**src/rtl/ram_wr_control_pkg.sv**
```systemverilog
// Shared definitions for the frame RAM write/read controllers:
// default geometry and the write-side FSM state encoding.
package ram_wr_control_pkg;

    localparam int DW_DEFAULT      = 16;
    localparam int AW_DEFAULT      = 4;
    localparam int DEPTH_DEFAULT   = 16;
    localparam int RD_HOLD_DEFAULT = 17;

    typedef enum logic [2:0] {
        ST_IDLE    = 3'd0,
        ST_WRITE   = 3'd1,
        ST_DRAIN   = 3'd2,
        ST_FLUSH   = 3'd3,
        ST_WAIT_RD = 3'd4
    } wr_state_t;

endpackage

```
**src/rtl/ram_wr_control.sv**
```systemverilog
// Writes one fixed-length frame into a dual-port RAM, flags malformed frames,
// and hands a complete frame to the downstream reader with a one-cycle rd_sop.
module ram_wr_control
    import ram_wr_control_pkg::*;
#(
    parameter int DW      = DW_DEFAULT,
    parameter int AW      = AW_DEFAULT,
    parameter int DEPTH   = DEPTH_DEFAULT,
    parameter int RD_HOLD = RD_HOLD_DEFAULT
) (
    input  logic          clk,
    input  logic          rst_n,
    input  logic          in_valid,
    input  logic          in_sop,
    input  logic          in_eop,
    input  logic [DW-1:0] in_data,
    output logic          in_ready,
    output logic          ram_wr_en,
    output logic [AW-1:0] ram_waddr,
    output logic [DW-1:0] ram_wdata,
    output logic          rd_sop,
    output logic          frame_err,
    output logic          busy
);

    localparam int            HW        = $clog2(RD_HOLD + 1);
    localparam logic [AW-1:0] LAST_ADDR = AW'(DEPTH - 1);

    wr_state_t     state_reg;
    logic [AW-1:0] wr_ptr_reg;
    logic [HW-1:0] hold_reg;
    logic          ram_wr_en_reg;
    logic [AW-1:0] ram_waddr_reg;
    logic [DW-1:0] ram_wdata_reg;
    logic          rd_sop_reg;
    logic          frame_err_reg;
    logic          accept;

    assign in_ready  = (state_reg == ST_IDLE) || (state_reg == ST_WRITE) ||
                       (state_reg == ST_DRAIN);
    assign busy      = (state_reg != ST_IDLE);
    assign accept    = in_valid && in_ready;
    assign ram_wr_en = ram_wr_en_reg;
    assign ram_waddr = ram_waddr_reg;
    assign ram_wdata = ram_wdata_reg;
    assign rd_sop    = rd_sop_reg;
    assign frame_err = frame_err_reg;

    always_ff @(posedge clk or negedge rst_n) begin
        if (!rst_n) begin
            state_reg     <= ST_IDLE;
            wr_ptr_reg    <= '0;
            hold_reg      <= '0;
            ram_wr_en_reg <= 1'b0;
            ram_waddr_reg <= '0;
            ram_wdata_reg <= '0;
            rd_sop_reg    <= 1'b0;
            frame_err_reg <= 1'b0;
        end else begin
            ram_wr_en_reg <= 1'b0;
            rd_sop_reg    <= 1'b0;
            frame_err_reg <= 1'b0;
            case (state_reg)
                ST_IDLE: begin
                    if (accept && in_sop) begin
                        ram_wr_en_reg <= 1'b1;
                        ram_waddr_reg <= '0;
                        ram_wdata_reg <= in_data;
                        if (in_eop) begin
                            frame_err_reg <= 1'b1;
                        end else begin
                            wr_ptr_reg <= AW'(1);
                            state_reg  <= ST_WRITE;
                        end
                    end
                end
                ST_WRITE: begin
                    if (accept) begin
                        ram_wr_en_reg <= 1'b1;
                        ram_wdata_reg <= in_data;
                        if (in_sop && !in_eop) begin
                            // Restart: the new sop beat becomes word 0 of a fresh frame
                            ram_waddr_reg <= '0;
                            wr_ptr_reg    <= AW'(1);
                            frame_err_reg <= 1'b1;
                        end else begin
                            ram_waddr_reg <= wr_ptr_reg;
                            if (in_eop) begin
                                wr_ptr_reg <= '0;
                                if (wr_ptr_reg == LAST_ADDR && !in_sop) begin
                                    state_reg <= ST_FLUSH;
                                end else begin
                                    frame_err_reg <= 1'b1;
                                    state_reg     <= ST_IDLE;
                                end
                            end else if (wr_ptr_reg == LAST_ADDR) begin
                                state_reg <= ST_DRAIN;
                            end else begin
                                wr_ptr_reg <= wr_ptr_reg + AW'(1);
                            end
                        end
                    end
                end
                ST_DRAIN: begin
                    if (accept) begin
                        if (in_sop && !in_eop) begin
                            ram_wr_en_reg <= 1'b1;
                            ram_waddr_reg <= '0;
                            ram_wdata_reg <= in_data;
                            wr_ptr_reg    <= AW'(1);
                            frame_err_reg <= 1'b1;
                            state_reg     <= ST_WRITE;
                        end else if (in_eop) begin
                            wr_ptr_reg    <= '0;
                            frame_err_reg <= 1'b1;
                            state_reg     <= ST_IDLE;
                        end
                    end
                end
                ST_FLUSH: begin
                    // Last word is on the RAM port this cycle; reader may start next cycle
                    rd_sop_reg <= 1'b1;
                    hold_reg   <= HW'(RD_HOLD);
                    state_reg  <= ST_WAIT_RD;
                end
                ST_WAIT_RD: begin
                    if (hold_reg <= HW'(1)) begin
                        hold_reg  <= '0;
                        state_reg <= ST_IDLE;
                    end else begin
                        hold_reg <= hold_reg - HW'(1);
                    end
                end
                default: state_reg <= ST_IDLE;
            endcase
        end
    end

endmodule

```
**config.mk**
```make
export PLATFORM = sky130hd
export DESIGN_NAME = ram_wr_control
export DESIGN_NICKNAME = d
export VERILOG_FILES = /design/src/rtl/ram_wr_control_pkg.sv /design/src/rtl/ram_wr_control.sv
export SDC_FILE = /design/constraint.sdc
export NUM_CORES = 1
export LEC_CHECK = 0
export BUFFER_PORTS_ARGS = -buffer_cell sky130_fd_sc_hd__buf_2
export CELL_PAD_IN_SITES_DETAIL_PLACEMENT = 0
export CELL_PAD_IN_SITES_GLOBAL_PLACEMENT = 1
export CORE_MARGIN = 2
export CORE_UTILIZATION = 41
export DETAILED_ROUTE_END_ITERATION = 10
export HOLD_SLACK_MARGIN = 0.12
export PLACE_DENSITY_LB_ADDON = 0.1
export SYNTH_ARGS = -nofsm -noshare
export SYNTH_HDL_FRONTEND = slang
export SYNTH_SLANG_ARGS = --single-unit
```
**constraint.sdc**
```tcl
create_clock -name clk -period 5.32 [get_ports clk]
set_input_delay 1.33 -clock clk [delete_from_list [all_inputs] [get_ports clk]]
set_output_delay 1.33 -clock clk [all_outputs]
set_load 0.02 [all_outputs]
```
=== Yosys cells after proc, flatten, opt, wreduce, memory -nomap -nowiden ===
Cells that the tools add are included.

* Register bits after elaboration: 35
* Bits in latches: 0
* Memory bits (writable): 0
* Memory bits (read-only): 0
* Word-level logic and storage cells: 91
* Input bits: 21
* Output and inout bits: 25
* Memories: 0

* Reductions and logical operators: 15
* $mul: 0
* Shift-type cells: 0
* Mux-type cells: 50
* Magnitude comparators: 1
* Divide/modulo/power cells: 0
* Eq/ne operators: 15
* Bitwise gates (word level): 0
* $add $sub $neg: 2

{| class="wikitable"
|+ Operator list
! cell !! number
|-
| $mux 16 || 4
|-
| $mux 4 || 14
|-
| $pmux 16 s3 || 1
|-
| $mux 3 || 10
|-
| $pmux 4 s3 || 2
|-
| $pmux 3 s5 || 1
|-
| $mux 1 || 13
|-
| $ne 2x2->1 const B || 5
|-
| $pmux 5 s2 || 1
|-
| $reduce_and 8->1 || 1
|-
| $reduce_and 7->1 || 1
|-
| $eq 3x2->1 const B || 2
|-
| $ne 3x2->1 const B || 2
|-
| $pmux 1 s3 || 2
|-
| $reduce_bool 3->1 || 2
|-
| $le 5x1->1 const B || 1
|-
| $mux 5 || 1
|-
| $reduce_and 5->1 || 1
|-
| $sub 5x1->5 const B || 1
|-
| $add 4x1->4 const B || 1
|-
| $eq 4x4->1 const B || 1
|-
| $logic_and 1x1->1 || 4
|-
| $ne 2x1->1 const B || 2
|-
| $ne 4x4->1 const B || 1
|-
| 7 further kinds || 9
|}

=== Logic depth before layout (Yosys ltp) ===
* Depth after elaboration: 7
* Mapped depth: 7
* Mapped depth without buffers: 7

=== Worst setup path before layout ===
No wires, ideal clock.

* Path kind: input -> register
* Start: in in_eop
* End: reg wr_ptr_reg[2]
* Data required time: 5210 ps
* Stages on the path: 5
* Arrival time: 2402 ps
* Slack: 2808 ps
* Library setup time: 110 ps
* Cells stage by stage: buf_4 a21oi_1 or3b_1 a22o_4 o41ai_1

* Word-level cells in the longest chain between the ends: 5
* Elaborated cells on any way between the ends: 12
* Those cells by class: 3 x eq/ne; 6 x mux; 3 x reduce/logical

{| class="wikitable"
|+ RTL lines
! what !! RTL line !! source
|-
| start: declaration || ram_wr_control.sv:15 || <nowiki>input logic in_eop,</nowiki>
|-
| $logic_not 1->1 || ram_wr_control.sv:81, ram_wr_control.sv:106 ||
|-
| $logic_and 1x1->1 || ram_wr_control.sv:81, ram_wr_control.sv:106 ||
|-
| $mux 4, on equally long branches || ram_wr_control.sv:106, ram_wr_control.sv:81 ||
|-
| $mux 4, on equally long branches || ram_wr_control.sv:105, ram_wr_control.sv:78 ||
|-
| $pmux 4 s3 || ram_wr_control.sv:63 || <nowiki>case (state_reg)</nowiki>
|-
| end signal: assignment || ram_wr_control.sv:99 || <nowiki>wr_ptr_reg <= wr_ptr_reg + AW'(1);</nowiki>
|-
| end: declaration || ram_wr_control.sv:30 || <nowiki>logic [AW-1:0] wr_ptr_reg;</nowiki>
|}

Several ways; a longest one is shown, not always the timed one. The select of a mux whose other input is x is not followed.
A chain may end at the register's enable or synchronous reset.

=== Final worst setup path ===
* Start: reg state_reg[0]
* End: out busy

* Word-level cells in the longest chain between the ends: 1

{| class="wikitable"
|+ RTL lines
! what !! RTL line !! source
|-
| start: declaration || ram_wr_control.sv:29 || <nowiki>wr_state_t state_reg;</nowiki>
|-
| start signal: assignment || ram_wr_control.sv:51 || <nowiki>state_reg <= ST_IDLE;</nowiki>
|-
| start signal: assignment || ram_wr_control.sv:73 || <nowiki>state_reg <= ST_WRITE;</nowiki>
|-
| start signal: assignment || ram_wr_control.sv:91 || <nowiki>state_reg <= ST_FLUSH;</nowiki>
|-
| $reduce_bool 3->1 || ram_wr_control.sv:41 || <nowiki>assign busy = (state_reg != ST_IDLE);</nowiki>
|-
| end: declaration || ram_wr_control.sv:23 || <nowiki>output logic busy</nowiki>
|}

No other way between the ends.

==> key figures <==
Clock tree
  • Worst-skew pair later-pin latency: 0.29 ns
  • CTS Buf Count: 5
  • Post_cts resized: 0
  • CTS Hold Bufs: 0
  • Clock buffer depth: 2
  • Clock Sinks: 35
  • Clock transition at path regs: 0.07 ns
  • CTS tree: built
  • CTS H-tree lvls: 2
  • Buffer count from post-CTS setup fixing: 0
  • Clock root buffer: clkbuf_8

Logic synthesis
  • #FFs+latches synth: 35
  • Ys flop type: dfrtp_1
  • Area leader, netlist: dfrtp_1
  • Synth warn: 0
  • Post-Synthesis Cells: 180
  • Post-synth EDFFs: 0
  • Dominant cells by area after synthesis: dfrtp_1, nand2_1, o21ai_0
  • Synth cell types: 35
  • Ys async rst share: 100%
  • Syn_nets: 204
  • Share of the synthesized area in the top cell type: 52.6%
  • Sequential fraction of the synthesis area: 52.6%
  • Post-Syn Area per Cell: 9.24 µm²
  • Mapped Area: roughly 1700 µm²

Min path
  • Hold Crit Class: flip-flop to flip-flop
  • Hold Path Depth: 2
  • Hold wc startpoint: ram_wdata[13]
  • Hold EP: ram_wdata[13]

Setup path
  • Cell count of the worst reg-to-reg path: 4
  • CP max FO: 18
  • Critical Path AT: 1.45 ns
  • FF-to-FF Start: state_reg[0]
  • Worst Path Required: 3.99 ns
  • FF-to-FF End: wr_ptr_reg[2]
  • R2R Setup Slk: 3.44 ns
  • Critical Path Start Type: flip-flop
  • WS Path Type: flip-flop to output port
  • Crit end category: output port

Timing
  • FMAX: ~0.36 GHz
  • Unrepaired setup endpoints after global routing: false
  • TNS Setup: 0 ns
  • Final setup violating endpoints: 0
  • Tightest Pin Transition: 0.774 ns
  • Crit share post-route: 52.2%
  • Fin crit period: 2.78 ns
  • Max_slew headroom: between 40% and 50%
  • Final Slew Violations: 0
  • Final WS setup: 2.54 ns
  • Final hold vios: 0
  • Worst Skew: between 0.003 and 0.004 ns

Pwr
  • Clock Power Share: 29.6%
  • Internal: 0.628 mW
  • Reg power frac: around 40%
  • Pleak: 1.06 nW
  • VDD IR-drop max: approximately 0.20 mV
  • Total power draw: roughly 0.97 mW
  • PwrDens: 470 nW/µm²
  • Switching share of power: 35.1%
  • Sw Pwr: 0.339 mW
  • Combinational share of power: 29.7%

Finish
  • Non-filler instance count after layout: 276
  • Share of cells above drive strength 1: 26.5%
  • Diodes inserted: 0
  • Max FFs per register: 16
  • Layout area overhead: 23.7%
  • NumNets Final: between 200 and 250

Global routing
  • Initial antenna violation count: 0
  • Global-route wire length before repair: 5660 µm
  • All-Layer GR Usage: between 10% and 20%
  • Pin count of the biggest net entering global routing: 36
  • Total gr overflow: 0
  • Vias in the first global route: 1259

Placed design
  • Pre-CTS WS: 2.62 ns
  • GP Congestion: 0.886
  • Dpl hpwl: 2460 µm
  • Port Buffers: 45
  • Post-Place Cells: 268

Die
  • Die span in y: between 60 and 70 µm
  • Die footprint: 4580 µm²
  • Standard-cell rows: 23
  • Placeable core region: 3940 µm²
  • Die X: 67.7 µm
  • Io pins: 46
  • Starting Density: 42.2%

Route
  • Avg WL per Cell: approximately 13 µm
  • DRC Markers: 0
  • Vias per cell: just over 5
  • Final wirelength: between 3000 and 4000 µm
  • Vias: 1401
  • DRT antenna net count: 0
  • DRT Pass-1 Iters: 4
  • Starting DRT DRC Count: 49

Job
  • Max_cap viols: 0

Outcome
  • Status: complete, no violations
## per-stage QoR
stage	hold WS [ns]	util, %	area [µm²]
after floorplan	0.462	-	1660
final	0.470	52.2	2060
after CTS	0.475	52.2	2060
after global routing	0.497	52.2	2060
after detailed placement	0.457	48.7	1920
after global placement	0.451	48.7	1920
## cell families after synthesis
| kind of cell | share of synthesized area, % |
|---|---|
| simple gates | 24.1 |
| flops | 52.6 |
| fa+ha+maj | 2.26 |
| buf+inv | 3.61 |
| compound gates | 17.4 |
## layer usage
| metal | vias up | track usage [%] | part of all wire, % |
|---|---|---|---|
| met2 | 46 | 25.7 | 45 |
| li1 | 701 | - | - |
| met5 | - | 0 | 0 |
| met4 | 0 | 8.93 | 1.9 |
| met3 | 7 | 4.00 | 7.6 |
| met1 | 647 | 21.6 | 46 |
## critical path, cell delays in order, from the launching register on
cell and delay, ns:
dfrtp_1 0.58, or3_1 0.42, buf_2 0.16
## cell type report
type                       instances  area [µm²]
clock buffer                       5        68.8
sequential                        35         876
timing repair buffer              46         233
fill                             374        1880
multi-input combinational        131         728
clock inverter                     3        67.6
inverter                           6        22.5
tap                               50        62.6
## worst max-delay path by stage
stage | start | cells past startpoint | endpoint | slack, ns
CTS | state_reg[0] | 2 | busy | 2.55
detailed placement | in_eop | 5 | wr_ptr_reg[2] | 2.62
global placement | in_eop | 5 | wr_ptr_reg[2] | 2.72
finish | state_reg[0] | 2 | busy | 2.54
floorplan | in_eop | 5 | wr_ptr_reg[2] | 2.81
global route | state_reg[0] | 2 | busy | 2.46
## Yosys cell counts (all sizes together) (2+ instances only)
cell type	n
o21ai	16
or3	2
a21oi	5
nand2	57
inv	6
a221oi	2
ha	3
dfrtp	35
nor2	7
o31ai	2
a22o	5
nand2b	7
nor3b	3
clkbuf	6
buf	2
o21a	2
nor2b	4
o41ai	4
## power groups by stage
stage / logic [mW] / registers (mW) / clock network [mW]
2_1_floorplan: 0.167 / 0.429 / 0
3_3_place_gp: 0.283 / 0.396 / 0
3_5_place_dp: 0.290 / 0.398 / 0
4_1_cts: 0.293 / 0.393 / 0.288
5_1_grt: 0.325 / 0.407 / 0.303
6_report: 0.287 / 0.393 / 0.286
## placed cells by master (no fill, tap or decap), types with 2 or more instances in the layout
master	instances
nand2_1	57
buf_2	45
dfrtp_1	35
o21ai_0	14
nor2_1	7
nand2b_1	6
inv_1	5
a21oi_1	5
clkbuf_8	5
nor2b_1	4
a22o_1	4
nor3b_1	3
o41ai_1	3
ha_1	3
or3_1	2
a221oi_1	2
o21a_1	2
o31ai_1	2
o21ai_1	2
bufinv_16	2
No activity file was read; power rests on OpenSTA's default activity.
